==> src/rtl/enigma_text_feeder.sv <==
// enigma_text_feeder
//   Input stage for the three-rotor cipher core. Takes ASCII characters over a
//   valid/ready handshake and keeps only letters, mapped to codes 1..26. It
//   buffers them in a small circular FIFO and issues them one at a time on
//   symb_o. After each symbol, GAP idle cycles are forced.
//
// Parameters
//   DEPTH  FIFO entries (power of two, >= 2)
//   GAP    idle cycles forced after each issued symbol (0..15)
//
// Ports
//   clk_i          clock
//   rst_i          asynchronous, active-low reset
//   ascii_i        input character
//   ascii_valid_i  ascii_i valid this cycle
//   ascii_ready_o  feeder can take a character (FIFO not full)
//   en_i           issue enable; intake continues while low
//   symb_o         letter code to core (1..26), 0 = no symbol
//   symb_valid_o   high exactly when symb_o != 0
//   level_o        FIFO occupancy, 0..DEPTH
//   drop_cnt_o     rejected-character count, saturating at 255
//   busy_o         FIFO non-empty, FSM not idle, or a symbol on symb_o
module enigma_text_feeder #(
    parameter int DEPTH = 4,
    parameter int GAP   = 1
) (
    input  logic                     clk_i,
    input  logic                     rst_i,
    input  logic [7:0]               ascii_i,
    input  logic                     ascii_valid_i,
    output logic                     ascii_ready_o,
    input  logic                     en_i,
    output logic [6:0]               symb_o,
    output logic                     symb_valid_o,
    output logic [$clog2(DEPTH):0]   level_o,
    output logic [7:0]               drop_cnt_o,
    output logic                     busy_o
);

    localparam int AW = $clog2(DEPTH);
    localparam int LW = AW + 1;
    localparam logic [3:0]    GAP_L   = 4'(GAP);
    localparam logic [LW-1:0] DEPTH_L = LW'(DEPTH);

    typedef enum logic {S_IDLE, S_WAIT} state_t;

    state_t          state_reg, state_next;
    logic [3:0]      gap_cnt_reg, gap_cnt_next;
    logic [6:0]      symb_reg, symb_next;
    logic [AW-1:0]   wr_ptr_reg, rd_ptr_reg;
    logic [LW-1:0]   level_reg;
    logic [7:0]      drop_reg;
    logic [4:0]      mem [DEPTH];

    logic            xfer, is_letter, push, pop;
    logic [4:0]      letter_code;

    // Ready depends on occupancy only, never on the character or a same-cycle pop.
    assign ascii_ready_o = (level_reg != DEPTH_L);
    assign xfer          = ascii_valid_i && ascii_ready_o;

    // 'A'..'Z' and 'a'..'z' both carry their alphabet index in the low five bits.
    assign is_letter   = ((ascii_i >= 8'h41) && (ascii_i <= 8'h5A)) ||
                         ((ascii_i >= 8'h61) && (ascii_i <= 8'h7A));
    assign letter_code = ascii_i[4:0];
    assign push        = xfer && is_letter;

    // FIFO storage: no reset, so it maps onto plain RAM.
    always_ff @(posedge clk_i) begin
        if (push) begin
            mem[wr_ptr_reg] <= letter_code;
        end
    end

    always_ff @(posedge clk_i or negedge rst_i) begin
        if (!rst_i) begin
            wr_ptr_reg <= '0;
            rd_ptr_reg <= '0;
            level_reg  <= '0;
            drop_reg   <= '0;
        end else begin
            if (push) wr_ptr_reg <= wr_ptr_reg + AW'(1);
            if (pop)  rd_ptr_reg <= rd_ptr_reg + AW'(1);
            case ({push, pop})
                2'b10:   level_reg <= level_reg + LW'(1);
                2'b01:   level_reg <= level_reg - LW'(1);
                default: level_reg <= level_reg;
            endcase
            if (xfer && !is_letter && (drop_reg != 8'hFF)) begin
                drop_reg <= drop_reg + 8'd1;
            end
        end
    end

    // Issue FSM: state register.
    // The symbol register is reset asynchronously, so a reset clears any
    // in-flight symbol at once.
    always_ff @(posedge clk_i or negedge rst_i) begin
        if (!rst_i) begin
            state_reg   <= S_IDLE;
            gap_cnt_reg <= '0;
            symb_reg    <= '0;
        end else begin
            state_reg   <= state_next;
            gap_cnt_reg <= gap_cnt_next;
            symb_reg    <= symb_next;
        end
    end

    // Issue FSM: next state.
    // WAIT always runs to completion; en_i is only looked at in IDLE.
    always_comb begin
        state_next = state_reg;
        case (state_reg)
            S_IDLE: if (en_i && (level_reg != '0) && (GAP_L != 4'd0)) state_next = S_WAIT;
            S_WAIT: if (gap_cnt_reg == 4'd1) state_next = S_IDLE;
            default: state_next = S_IDLE;
        endcase
    end

    // Issue FSM: outputs.
    // The pop decision uses occupancy before the edge, so a letter pushed on
    // this edge is not issued until the next one.
    always_comb begin
        pop          = 1'b0;
        symb_next    = '0;
        gap_cnt_next = gap_cnt_reg;
        case (state_reg)
            S_IDLE: begin
                if (en_i && (level_reg != '0)) begin
                    pop          = 1'b1;
                    symb_next    = {2'b00, mem[rd_ptr_reg]};
                    gap_cnt_next = GAP_L;
                end
            end
            S_WAIT: gap_cnt_next = gap_cnt_reg - 4'd1;
            default: gap_cnt_next = '0;
        endcase
    end

    assign symb_o       = symb_reg;
    assign symb_valid_o = (symb_reg != '0);
    assign level_o      = level_reg;
    assign drop_cnt_o   = drop_reg;
    assign busy_o       = (level_reg != '0) || (state_reg != S_IDLE) || (symb_reg != '0);

endmodule

==> config.mk <==
export PLATFORM = sky130hd
export DESIGN_NAME = enigma_text_feeder
export DESIGN_NICKNAME = d
export VERILOG_FILES = /design/src/rtl/enigma_text_feeder.sv
export SDC_FILE = /design/constraint.sdc
export NUM_CORES = 1
export LEC_CHECK = 0
export ABC_CLOCK_PERIOD_IN_PS = 3900
export CORE_MARGIN = 10
export CORE_UTILIZATION = 25
export CTS_CLUSTER_SIZE = 28
export DETAILED_ROUTE_END_ITERATION = 10
export PLACE_DENSITY = 0.42
export SYNTH_ARGS = -nofsm -noshare
export SYNTH_HDL_FRONTEND = slang
export SYNTH_SLANG_ARGS = --single-unit
==> constraint.sdc <==
create_clock -name clk_i -period 3.9 [get_ports clk_i]
set_input_delay 0.585 -clock clk_i [delete_from_list [all_inputs] [get_ports clk_i]]
set_output_delay 0.585 -clock clk_i [all_outputs]
set_load 0.005 [all_outputs]
After elaboration in Yosys (flattened, before gate mapping)
Memories as Yosys holds them, arrays and structs flattened.
Cells that the tools add are included.
- register bits: 27
- memory bits (writable): 20
- input bits: 12
- memories kept: 1
- memories (memory ; depth ; bits a word ; read ports ; clocked after memory_dff ; write ports ; line ; source):
    mem ; 4 ; 5 ; 1 ; 0 ; 1 ; 53 ; logic [4:0] mem [DEPTH];
- add/sub/neg operators: 6
- $lt $le $gt $ge: 4
- eq/ne operators: 6
- mux-type cells: 11
- bitwise logic cells: 1
- reduce and logical (&&, ||, !) cells: 14
- operators by type and width (cell ; number):
    $ge 8x7->1 const B ; 2
    $le 8x7->1 const B ; 2
    $mux 5 ; 2
    $add 8x1->8 const B ; 1
    $ne 8x8->1 const B ; 1
    $pmux 4 s2 ; 1
    $logic_and 1x1->1 ; 7
    $reduce_bool 7->1 ; 1
    $pmux 3 s2 ; 1
    $mux 1 ; 5
    $add 2x1->2 const B ; 2
    $eq 4x1->1 const B ; 1
    $mux 4 ; 1
    $sub 4x1->4 const B ; 1
    $add 3x1->3 const B ; 1
    $logic_or 1x1->1 ; 3
    $ne 3x3->1 const B ; 1
    $reduce_bool 3->1 ; 1
    $sub 3x1->3 const B ; 1
    $eq 2x1->1 const B ; 1
    $eq 2x2->1 const B ; 1
    $ne 2x2->1 const B ; 1
    $pmux 1 s2 ; 1
    $reduce_bool 2->1 ; 1
    2 further kinds ; 2

Logic depth before layout (Yosys ltp)
Gate-level depths: netlist of the first run.
- depth after elaboration: 6
- depth in mapped cells: 11
- mapped depth without buffers: 11

Worst setup path before layout of the first run
No wires, ideal clock.
- path kind: input-to-reg
- start: input port ascii_i[4]
- end: register level_reg[2], in the netlist level_o[2]
- setup time: 79 ps
- arrival: 2427 ps
- required time: 3821 ps
- path slack: 1394 ps
- cell stages on the path: 11
- path buffers: 0
- cells stage by stage: or4_1 nor2_2 or2_2 nor2_1 inv_1 ha_1 inv_1 fa_1 xor2_1 nor2_1 xor2_1
- cells in the longest elaborated chain, start to end: 6
- elaborated cells between the ends (all ways): 12
- classes of those cells: order compare: 4; eq/ne: 2; mux: 1; reduce/logical: 5
- RTL lines (item ; line ; source):
    from (decl) ; 29 ; input logic [7:0] ascii_i,
    $ge 8x7->1 (tied with other cells) ; 63 ; assign is_letter = ((ascii_i >= 8'h41) && (ascii_i <= 8'h5A)) ||
    $logic_and 1x1->1 (on tied branches) ; 63, 64 ;
    $logic_or 1x1->1 (*) ; 63 ;
    $logic_and 1x1->1 (*) ; 66 ; assign push = xfer && is_letter;
    $eq 2x1->1 / $eq 2x2->1 (equally long branches) ; 84 ; case ({push, pop})
    $pmux 3 s2 / $reduce_bool 2->1 (equally long branches) ; -- ;
    to (signal assigned) ; 85 ; 2'b10: level_reg <= level_reg + LW'(1);
    to (signal assigned) ; 86 ; 2'b01: level_reg <= level_reg - LW'(1);
    to (signal assigned) ; 87 ; default: level_reg <= level_reg;
    to (decl) ; 51 ; logic [LW-1:0] level_reg;
Mark *: on every way between the ends. The rest lies on a longest branch, timed or not.
A chain may end at the register's enable or synchronous reset.

Worst setup path after layout of the first run
Ends and elaborated chain as after synthesis.

==> flow_summary.ini, run 1 <==
[pwr]
powerDensity_mw_per_mm2 = 644.1
power_switching_uw = 507.4
worst_ir_drop_vdd_v = 0.0002356
p_leak_uw = 0.001000
p_total_uw = 1613
seqPwrFrac_pct = 46.6
p_int_uw = 1105
pwr-share-comb_pct = 31.6
p_clk_share_pct = 21.8
switching_share_pct = 31.46

[routing]
ant_nets = 0
routed_wl_um = 4095
drc = 0
via_per_inst = 4.283
vias = 1212
drtIter0Drc = 23
firstDrtPassIters = 5
wl_per_cell_um = 14.47

[setup_path]
path_delay_family = simple AND/OR/NAND/NOR gates
worstSetupStartpointType = input port
critPathSlowestCell = or4_1
crit_fanout = 7
crit_chain = clkdlybuf4s50_1, or4_1, nor2_2, or2_2, nor2_1, inv_1, ha_1, inv_1, fa_1, xor2_1, nor2_1, xor2_1
reg2reg_depth = 10
endpoint_kind = flop
path_buf_inv = 3
crit_arrival_ns = 3.17
cp.depth = 12
critPathMaxStageDelay_ns = 0.60
critPathRequiredTime_ns = 4.13
path_class = in2reg

[global_route]
grt_start_max_net_pins = 26
grt_pass1_vias = 1408
grt_pass1_wl_um = 7017
overflow = 0
grt_use_total_pct = 7.660
antenna_found_initial = 0

[logic_synthesis]
yosysMostFrequentCell = dfrtp_1
yosys.area.top_type = dfrtp_1
async_flop_share_pct = 55.56
syn_area_sq_mm = 0.001986
yosysWarningCount = 0
ys_seq_area_share_pct = 61.75
avgSynthCellArea_sq_um = 13.60
synthCells = 146
synthTopCellsByCount = dfrtp_1, edfxtp_1, and2_1, nand2_1, inv_1
synth_top_area_share_pct = 31.51
ys_seq_elements = 45
synthFlopType = dfrtp_1
synth_edf_count = 20
synth_area_leaders = dfrtp_1, edfxtp_1, mux4_2
ys_types = 36

[placed_design]
portBuffers = 29
dp_slack_ns = 0.6089
gp_congestion = 0.6895
hpwl_um = 3069
place_area_sq_mm = 0.002392

[die]
die_width_um = 109.1
fp-row-count = 32
io_pins = 33
core_area_sq_mm = 0.007727
die_area_sq_mm = 0.01191
die_h_um = 109.1
start_util_pct = 25.70

[run]
drv_cap = 0

[layout]
final_nets = 201
antennaDiodeCount = 0
syn2layout_area_growth_pct = 26.09
largest_register_ffs = 20
drive_gt1_share_pct = 10.50
largest-register = mem
final_area_sq_mm = 0.002504

[clock_tree]
hold_buffers = 0
post_cts_resized = 0
htree_levels = 2
clock-root-buffer = clkbuf_8
cts_buffer_depth = 2
clkTransAtPathRegs_ns = 0.08
cts_tree = yes
cts_buffers = 5
clkLatencyLatePin_ns = 0.30
clkSinkCount = 45
post_cts_buffers = 0

[sta]
relSlewSlack_pct = 66.55
skew_ns = 0.004373
rsz0062_at_grt = false
fmax_mhz = 339.6
tightest_slew_ns = 0.5000
maxSlewViolCount = 0
finalSetupTns_ns = 0
final-setup-viol-count = 0
period_needed_ns = 2.945
fin_crit_sh_pct = 75.50
report.final.hold_viol_count = 0
setup_slack_ns = 0.9553

[run_status]
status = finished, final reports clean

[hold_path]
hold_class = reg2reg
whs_path_depth = 1
cell type report:
| class | count | area (sq um) |
|---|---|---|
| multi-input cells | 89 | 706.9 |
| fillers | 755 | 5224 |
| flip-flops and latches | 45 | 1226 |
| well taps | 102 | 127.6 |
| clock buffers | 6 | 72.57 |
| inverters | 9 | 33.78 |
| clock inverters | 2 | 38.79 |
| repair buffers | 30 | 297.8 |
worst register-to-register path, stage by stage (launching register included):
cell and delay [ns]:
dfrtp_1 0.46, or3b_2 0.51, nand2_1 0.10, nor2_1 0.11
inv_1 0.09, ha_1 0.17, inv_1 0.06, fa_1 0.37
xor2_1 0.15, nor2_1 0.12, xor2_1 0.14
per-stage QoR:
stage / cells / utilization, % / hold slack [ns]
after global placement: 275 / 30.96 / 0.4983
final: 283 / 32.40 / 0.5259
after detailed placement: 275 / 30.96 / 0.5103
after CTS: 283 / 32.40 / 0.5286
after global routing: 283 / 32.40 / 0.5689
after floorplan: 147 / - / 0.2894
worst paths after layout:
kind / start / end / slack, ns
setup / recovery: ascii_i[4] / level_o[2] / 0.96
hold / removal: drop_cnt_o[5] / drop_cnt_o[5] / 0.53
setup reg to reg: level_o[0] / level_o[2] / 1.54
hold reg to reg: drop_cnt_o[5] / drop_cnt_o[5] / 0.53
max in group asynchronous: rst_i / drop_cnt_o[2] / 2.99
min in group asynchronous: rst_i / symb_o[0] / 0.66
logic make-up after synthesis:
kind of cell | count (synthesis) | share of synthesized area (%)
AOI/OAI and AO/OA | 9 | 2.646
and+or+nand+nor | 46 | 12.41
other | 1 | 0.1889
buffers and inverters | 13 | 2.835
xor gates and xnor gates | 13 | 5.734
muxes | 10 | 8.381
DFF | 45 | 61.75
adders and majority gates | 9 | 6.049
cell usage in the layout, fill, tap and decap left out, types with 2 or more instances in the layout:
cell | synthesis | layout
clkdlybuf4s50_1 | 0 | 29
dfrtp_1 | 25 | 25
edfxtp_1 | 20 | 20
and2_1 | 10 | 10
nand2_1 | 10 | 10
inv_1 | 9 | 9
nor2_1 | 8 | 8
xor2_1 | 8 | 8
ha_1 | 8 | 8
mux4_2 | 5 | 5
o21ai_0 | 5 | 5
xnor2_1 | 5 | 5
clkbuf_8 | 0 | 5
nor3_1 | 3 | 3
nand3_1 | 3 | 3
nor4_1 | 2 | 2
mux2i_1 | 2 | 2
mux2_2 | 2 | 2
conb_1 | 1 | 2
per-layer routing:
metal	vias to the layer above	part of all wire (%)	GRT usage, %
li1	566	-	-
met2	29	48	12.64
met5	-	0	0
met4	0	1.6	3.107
met3	5	8.5	3.363
met1	612	42	8.481
power groups by stage:
stage          combinational (uW)  clock [uW]  sequential, uW
2_1_floorplan                 318           0             710
3_3_place_gp                  505           0             756
3_5_place_dp                  522           0             766
4_1_cts                       527         366             756
5_1_grt                       583         383             777
6_report                      509         352             751
(Power assumes the default switching activity.)
==> run 2: changes to the inputs <==
ABC_CLOCK_PERIOD_IN_PS = 2800   (was 3900)
clock period = 2.8 ns   (was 3.9 ns; I/O delays follow)
==> flow_summary.ini, run 2 (synthesis results as in run 1) <==
[run_status]
status = finished, final reports clean

[clock_tree]
cts_buffer_depth = 2
clkTransAtPathRegs_ns = 0.10
hold_buffers = 0
clkLatencyLatePin_ns = 0.30
clock-root-buffer = clkbuf_8
cts_buffers = 5
cts_tree = yes
post_cts_resized = 0
htree_levels = 2
post_cts_buffers = 0
clkSinkCount = 45

[setup_path]
reg2reg_from = level_o[0]
critPathRequiredTime_ns = 3.02
crit_start = ascii_i[4]
path_class = in2reg
rr_endpoint = level_o[2]
reg2reg_depth = 10
crit_fanout = 2
critPathMaxStageDelay_ns = 0.56
endpoint_kind = flop
crit_chain = clkdlybuf4s50_1, or4_1, nor2_2, or2_2, nor2_1, inv_1, ha_1, inv_1, fa_1, xor2_1, nor2_1, xor2_1
r2r_slack_ns = 0.50
worstSetupStartpointType = input port
crit_arrival_ns = 2.77
critPathSlowestCell = or4_1

[layout]
n_fill_cell = 787
final_core_util_pct = 33.05
final_cell_mix = clkdlybuf4s50_1, dfrtp_1, edfxtp_1
syn2layout_area_growth_pct = 28.61
final_area_sq_mm = 0.002554
antennaDiodeCount = 0
layout_commonest_cell = clkdlybuf4s50_1
largest-register = mem
drive_gt1_share_pct = 15.26
final_nets = 210
largest_register_ffs = 20

[die]
fp-row-count = 32
core_area_sq_mm = 0.007727
die_h_um = 109.1
io_pins = 33
die_width_um = 109.1
die_area_sq_mm = 0.01191
start_util_pct = 25.70

[pwr]
p_int_uw = 1465
p_leak_uw = 0.001035
power_switching_uw = 731.3
switching_share_pct = 33.29
worst_ir_drop_vdd_v = 0.0003110
p_clk_share_pct = 19.2
seqPwrFrac_pct = 47.8
pwr-share-comb_pct = 33.0
powerDensity_mw_per_mm2 = 860.2

[sta]
report.final.hold_viol_count = 0
fin_crit_sh_pct = 90.92
fmax_mhz = 392.8
final-setup-viol-count = 0
hold_slack_ns = 0.5000
period_needed_ns = 2.546
rsz0062_at_grt = false
skew_ns = 0.01140
relSlewSlack_pct = 65.29
maxSlewViolCount = 0
setup_slack_ns = 0.2542
tightest_slew_ns = 0.5172

[placed_design]
dp_slack_ns = -0.09353
hpwl_um = 3113
portBuffers = 29
gp_congestion = 0.7168
place_area_sq_mm = 0.002460

[global_route]
antenna_found_initial = 0
overflow = 0
grt_start_max_net_pins = 26
grt_use_total_pct = 7.375
grt_pass1_wl_um = 6803
grt_pass1_vias = 1342

[routing]
wl_per_cell_um = 13.96
vias = 1211
ant_nets = 0
via_per_inst = 4.147
drtIter0Drc = 23
routed_wl_um = 4077
drc = 0
firstDrtPassIters = 4

[run]
drv_cap = 0

[hold_path]
hold_class = in2async
## run 2: worst max-delay path by stage
stage	end	slack [ns]	depth (start not counted)
floorplan	level_o[2]	0.46	11
global placement	level_o[2]	-0.02	12
detailed placement	level_o[2]	-0.09	12
CTS	level_o[2]	0.22	12
global route	level_o[2]	0.06	12
finish	level_o[2]	0.25	12
## run 2: per-stage QoR
| step | TNS (ns) | std cells | power [uW] |
|---|---|---|---|
| after CTS | 0 | 292 | 2244 |
| after global placement | -0.01750 | 284 | 1768 |
| final | 0 | 292 | 2197 |
| after detailed placement | -0.09353 | 284 | 1810 |
| after global routing | 0 | 292 | 2367 |
| after floorplan | 0 | 147 | 1432 |
## run 2: critical path: cells and delay by family
family / cells / cell delay, ns
xor gates and xnor gates: 2 / 0.31
and+or+nand+nor: 5 / 0.97
adders and majority gates: 2 / 0.52
buffers and inverters: 3 / 0.54
## run 2: power groups by stage
| stage | Combinational (uW) | Clock (uW) | Sequential (uW) |
|---|---|---|---|
| 4_1_cts | 748 | 442 | 1050 |
| 6_report | 725 | 422 | 1050 |
| 5_1_grt | 816 | 465 | 1090 |
| 3_5_place_dp | 744 | 0 | 1070 |
| 3_3_place_gp | 715 | 0 | 1050 |
| 2_1_floorplan | 443 | 0 | 989 |
## run 2: layout make-up
cell class	instances	area, sq um	share of cell area, %
Sequential cell	45	1226	48.02
Multi-Input combinational cell	89	706.9	27.68
Timing Repair Buffer	39	365.4	14.31
Tap cell	102	127.6	4.998
Clock buffer	5	68.82	2.695
Inverter	9	33.78	1.323
Clock inverter	3	25.02	0.9799
## run 2: routing by layer
layer	vias up	GRT usage [%]	wire length, um
li1	591	-	-
met1	590	8.469	1792
met2	28	12.17	1928
met3	2	2.832	318
met4	0	2.825	37
met5	-	0	0
==> run 3: changes to the inputs <==
CAP_MARGIN = 40   (was not set)
==> results of run 3 <==
Same layout as run 2: the final DEF is identical, and so are final timing and power.
